### config.mk
export PLATFORM = sky130hd
export DESIGN_NAME = truth_table_sweeper
export DESIGN_NICKNAME = d
export VERILOG_FILES = /design/src/rtl/truth_table_sweeper.sv
export SDC_FILE = /design/constraint.sdc
export NUM_CORES = 1
export LEC_CHECK = 0
export CAP_MARGIN = 20
export CELL_PAD_IN_SITES_DETAIL_PLACEMENT = 1
export CELL_PAD_IN_SITES_GLOBAL_PLACEMENT = 2
export CORE_MARGIN = 4
export CORE_UTILIZATION = 35
export DETAILED_ROUTE_END_ITERATION = 8
export GPL_ROUTABILITY_DRIVEN = 1
export GPL_TIMING_DRIVEN = 0
export PLACE_DENSITY_LB_ADDON = 0.05
export RECOVER_POWER = 50
export SKIP_CTS_REPAIR_TIMING = 1
export SYNTH_ARGS = -nofsm -noshare
export SYNTH_HDL_FRONTEND = slang
export SYNTH_SLANG_ARGS = --single-unit
### constraint.sdc
create_clock -name clk -period 2.64 [get_ports clk]
set_input_delay 0.528 -clock clk [delete_from_list [all_inputs] [get_ports clk]]
set_output_delay 0.528 -clock clk [all_outputs]
set_load 0.03 [all_outputs]
### src/rtl/truth_table_sweeper.sv
// Truth-table sweeper: drives all 16 input rows into a 4-input netlist and captures its 16-bit code.
// Optional macro STABILITY_CHECK_EN adds an early per-row sample and a sticky `unstable` flag.
module truth_table_sweeper #(
  parameter int          SETTLE_CYCLES = 4,
  parameter logic [15:0] EXPECTED_CODE = 16'h5B30
) (
  input  logic        clk,
  input  logic        rst,
  input  logic        start,
  input  logic        abort,
  input  logic        dut_out,
  output logic [3:0]  dut_in,
  output logic        busy,
  output logic        done,
  output logic [15:0] code,
  output logic        match
`ifdef STABILITY_CHECK_EN
  ,
  output logic        unstable
`endif
);

  typedef enum logic [1:0] {IDLE, SETTLE, DONE} state_t;

  localparam logic [7:0] LAST_CNT  = 8'(SETTLE_CYCLES - 1);
  localparam logic [7:0] EARLY_CNT = 8'(SETTLE_CYCLES - 2);

  state_t      state_q, state_d;
  logic [3:0]  row_q, row_d;
  logic [7:0]  cnt_q, cnt_d;
  logic [3:0]  dut_in_q, dut_in_d;
  logic [15:0] code_q, code_d;
  logic        match_q, match_d;
  logic        busy_q, busy_d;
  logic        done_q, done_d;
  logic        early_q, early_d;
  logic        unstable_q, unstable_d;
  logic        stab_en;

`ifdef STABILITY_CHECK_EN
  assign stab_en = 1'b1;
`else
  assign stab_en = 1'b0;
`endif

  always_ff @(posedge clk or posedge rst) begin
    if (rst) begin
      state_q    <= IDLE;
      row_q      <= '0;
      cnt_q      <= '0;
      dut_in_q   <= '0;
      code_q     <= '0;
      match_q    <= 1'b0;
      busy_q     <= 1'b0;
      done_q     <= 1'b0;
      early_q    <= 1'b0;
      unstable_q <= 1'b0;
    end else begin
      state_q    <= state_d;
      row_q      <= row_d;
      cnt_q      <= cnt_d;
      dut_in_q   <= dut_in_d;
      code_q     <= code_d;
      match_q    <= match_d;
      busy_q     <= busy_d;
      done_q     <= done_d;
      early_q    <= early_d;
      unstable_q <= unstable_d;
    end
  end

  // done is registered so that it rises together with the freshly computed match
  always_comb begin
    state_d    = state_q;
    row_d      = row_q;
    cnt_d      = cnt_q;
    dut_in_d   = dut_in_q;
    code_d     = code_q;
    match_d    = match_q;
    busy_d     = busy_q;
    done_d     = 1'b0;
    early_d    = early_q;
    unstable_d = unstable_q;
    case (state_q)
      IDLE: begin
        if (start && !abort) begin
          state_d    = SETTLE;
          row_d      = '0;
          cnt_d      = '0;
          dut_in_d   = '0;
          code_d     = '0;
          match_d    = 1'b0;
          busy_d     = 1'b1;
          unstable_d = 1'b0;
        end
      end
      SETTLE: begin
        if (abort) begin
          state_d  = IDLE;
          dut_in_d = '0;
          busy_d   = 1'b0;
        end else begin
          cnt_d = cnt_q + 8'd1;
          if (stab_en && SETTLE_CYCLES >= 2 && cnt_q == EARLY_CNT) begin
            early_d = dut_out;
          end
          if (cnt_q == LAST_CNT) begin
            code_d[4'd15 - row_q] = dut_out;
            if (stab_en && SETTLE_CYCLES >= 2 && dut_out != early_q) begin
              unstable_d = 1'b1;
            end
            if (row_q == 4'd15) begin
              state_d = DONE;
            end else begin
              row_d    = row_q + 4'd1;
              dut_in_d = row_q + 4'd1;
              cnt_d    = '0;
            end
          end
        end
      end
      DONE: begin
        match_d = (code_q == EXPECTED_CODE) && !unstable_q;
        done_d  = 1'b1;
        busy_d  = 1'b0;
        state_d = IDLE;
      end
      default: state_d = IDLE;
    endcase
  end

  assign dut_in = dut_in_q;
  assign busy   = busy_q;
  assign done   = done_q;
  assign code   = code_q;
  assign match  = match_q;
`ifdef STABILITY_CHECK_EN
  assign unstable = unstable_q;
`endif

endmodule

==> flow_metrics.tcl <==
set metrics [dict create \
    place_congestion 0.751 \
    vias_per_cell 5.51 \
    htreeDepth 2 \
    slew_viol_final 0 \
    reg2reg_slack_ps 290 \
    r2r_cells 9 \
    reg2reg_to "row_q[3]$_DFFE_PP0P_" \
    cts_buffers 5 \
    drt-total-wl_um 5690 \
    track_usage_pct 16.4 \
    grt_use_met1_pct 23.0 \
    post-route-drc-count 0 \
    final_cell_mix "dfrtp_1 (37), nand2_1 (23), clkdlybuf4s50_1 (18)" \
    grt_pass1_vias 1866 \
    drtIter0Drc 79 \
    yosysTopAreaCell "dfrtp_1" \
    hold_ws_ps 505 \
    synth_top_area_share_pct 44.0 \
    powerDensity_nw_per_um2 790 \
    max-slew-margin-rel_pct 1.52 \
    status "finished with violations" \
    fmax_mhz 410 \
    nets 254 \
    synth_edf_count 0 \
    crit_type "in -> reg" \
    rr_startpoint "state_q[0]$_DFFE_PP0P_" \
    rsz0062_at_grt "false" \
    port_buffers 27 \
    grt_overflow 0 \
    drt_first_pass_iters 4 \
    dr_total_vias 1714 \
    maxCapViolCount 1 \
    peakVddDrop_mv 0.616 \
    ys_seq_area_share_pct 44.0 \
    p_leak_nw 1.13 \
    setup_slack_ps 203 \
    power.share.clock_pct 19.0 \
    syn2layout_area_growth_pct 20.6 \
    core_area_um2 5680 \
    clock_skew_ps 7.89 \
    setup_violations 0 \
    post_dp_cell_area_um2 2470 \
    drtAntennaViolNets 0 \
    die_area_um2 7320 \
    worstMarginPinSlew_ps 1480 \
    met3_usage_pct 3.65 \
    tns_ps 0 \
    clk_pin_slew_ps 80 \
    syn_nets 220 \
    use_met2_pct 25.6 \
    critPathRequiredTime_ps 2820 \
    hold_viol 0 \
    yosys_warnings 0 \
    violations "capacitance limit" \
    intPower_mw 1.14 \
    cp-endpoint "code[10]$_DFFE_PP0P_" \
    final_area_um2 2540 \
    insertion_delay_ps 290 \
    antenna_found_initial 0 \
    post-dp-hpwl_um 4200 \
    crit_path_start_kind "input pin" \
    grt-busiest-layer "met2" \
    rows 27 \
    antenna_cells 0 \
    synthTopCellsByArea "dfrtp_1 (44%), ha_1 (5.3%), a32o_1 (4.3%), nand2_1 (4.1%), a211o_1 (3.7%)" \
    period_needed_ps 2440 \
    dieHeight_um 85.6 \
    crit_arrival_ps 2610 \
    cts_buffer_depth 2 \
    ys_types 47 \
    pwr-share-comb_pct 43.9 \
    drive_gt1_share_pct 9.62 \
    syn-cell-area_um2 2110 \
    p_sw_share_pct 42.9 \
    worst_setup_path_end_kind "flip-flop" \
    grt_pass1_wl_um 9520 \
    ioPinCount 28 \
    dp_slack_ps 155 \
    die_w_um 85.6 \
    cts_sinks 37 \
    total_power_mw 2.00 \
    register_area_um2 926 \
    final_common_cell "dfrtp_1" \
    syn-instance-count 206 \
    wl_per_cell_um 18.3 \
    fillerInstances 641 \
    async_flop_share_pct 100 \
    cp_max_fo 10 \
    ys.flop_type "dfrtp_1" \
    startpoint "abort" \
    clockRootBuffer "clkbuf_8" \
    period_share_pct 92.3 \
    power_switching_mw 0.860 \
    min_path_type "reg -> reg" \
    multi_input_area_um2 1080 \
    ys_ff_latch 37 \
    grt_max_degree 38 \
    syn_avg_cell_area_um2 10.2 \
    tritoncts "done" \
    initial_core_util_pct 37.1 \
    p_seq_share_pct 37.2 \
]
[flip-flops by register name, indices dropped and copies added (netlist names)]
register  count
match         1
cnt_q         8
busy          1
done          1
state_q       2
code         16
dut_in        4
row_q         4
[area by class of cell]
class                           instances  area share, %
Buffer                                 13           2.86
Clock buffer                            5           2.71
Clock inverter                          1          0.197
Inverter                                8           1.18
Multi-Input combinational cell        148           42.4
Sequential cell                        37           36.5
Tap cell                               72           3.55
Timing Repair Buffer                   27           10.6
[stage by stage]
stage               instances  util, %
finish                    311     44.7
global route              311     44.7
CTS                       311     44.8
global placement          305     43.5
floorplan                 206        -
detailed placement        305     43.5
[power by group through the flow]
stage | logic, mW | registers [mW] | clock network, mW
2_1_floorplan | 0.523 | 0.819 | 0
3_3_place_gp | 0.867 | 0.749 | 0
3_5_place_dp | 0.888 | 0.758 | 0
4_1_cts | 0.894 | 0.747 | 0.392
5_1_grt | 0.967 | 0.762 | 0.416
6_report | 0.879 | 0.745 | 0.380
[logic make-up (layout without fill, tap and decap cells)]
family | after synthesis | count (layout) | share of synthesized area (%)
AO/OA/AOI/OAI | 43 | 43 | 17.3
XOR/XNOR | 8 | 8 | 3.33
adder cells (fa/ha/maj) | 9 | 9 | 5.35
buffers and inverters | 21 | 54 | 4.93
flip-flops | 37 | 37 | 44.0
multiplexers | 8 | 8 | 4.22
AND/OR/NAND/NOR | 80 | 80 | 20.9
[worst min-delay path by stage]
stage	endpoint	slack (ps)	cells past startpoint	from
floorplan	cnt_q[1]$_DFFE_PP0P_	500	2	cnt_q[1]$_DFFE_PP0P_
global placement	match$_DFFE_PP0P_	460	2	match$_DFFE_PP0P_
detailed placement	dut_in[2]$_DFFE_PP0P_	500	1	dut_in[2]$_DFFE_PP0P_
CTS	code[6]$_DFFE_PP0P_	520	1	code[6]$_DFFE_PP0P_
global route	dut_in[2]$_DFFE_PP0P_	540	1	dut_in[2]$_DFFE_PP0P_
finish	match$_DFFE_PP0P_	500	2	match$_DFFE_PP0P_
[per-layer routing]
metal,vias to the layer above,part of all wire [%]
li1,813,-
met1,863,50
met2,31,46
met3,7,3.1
met4,0,1.1
met5,-,0
[Yosys cell counts (5+ instances only)]
master	n
dfrtp_1	37
nand2_1	23
buf_2	5
nand3_1	10
nor2_1	15
and3_1	6
ha_1	9
nand4b_1	6
inv_1	8
a211o_1	9
xnor2_1	6
a32o_1	9
[critical path, cell delays in order]
cell,delay (ps)
dlygate4sd3_1,550
clkbuf_1,410
nand2b_1,340
a21oi_1,60
and3_1,230
buf_2,210
a32o_1,280
Note: power is estimated with default switching activity, not from simulation.
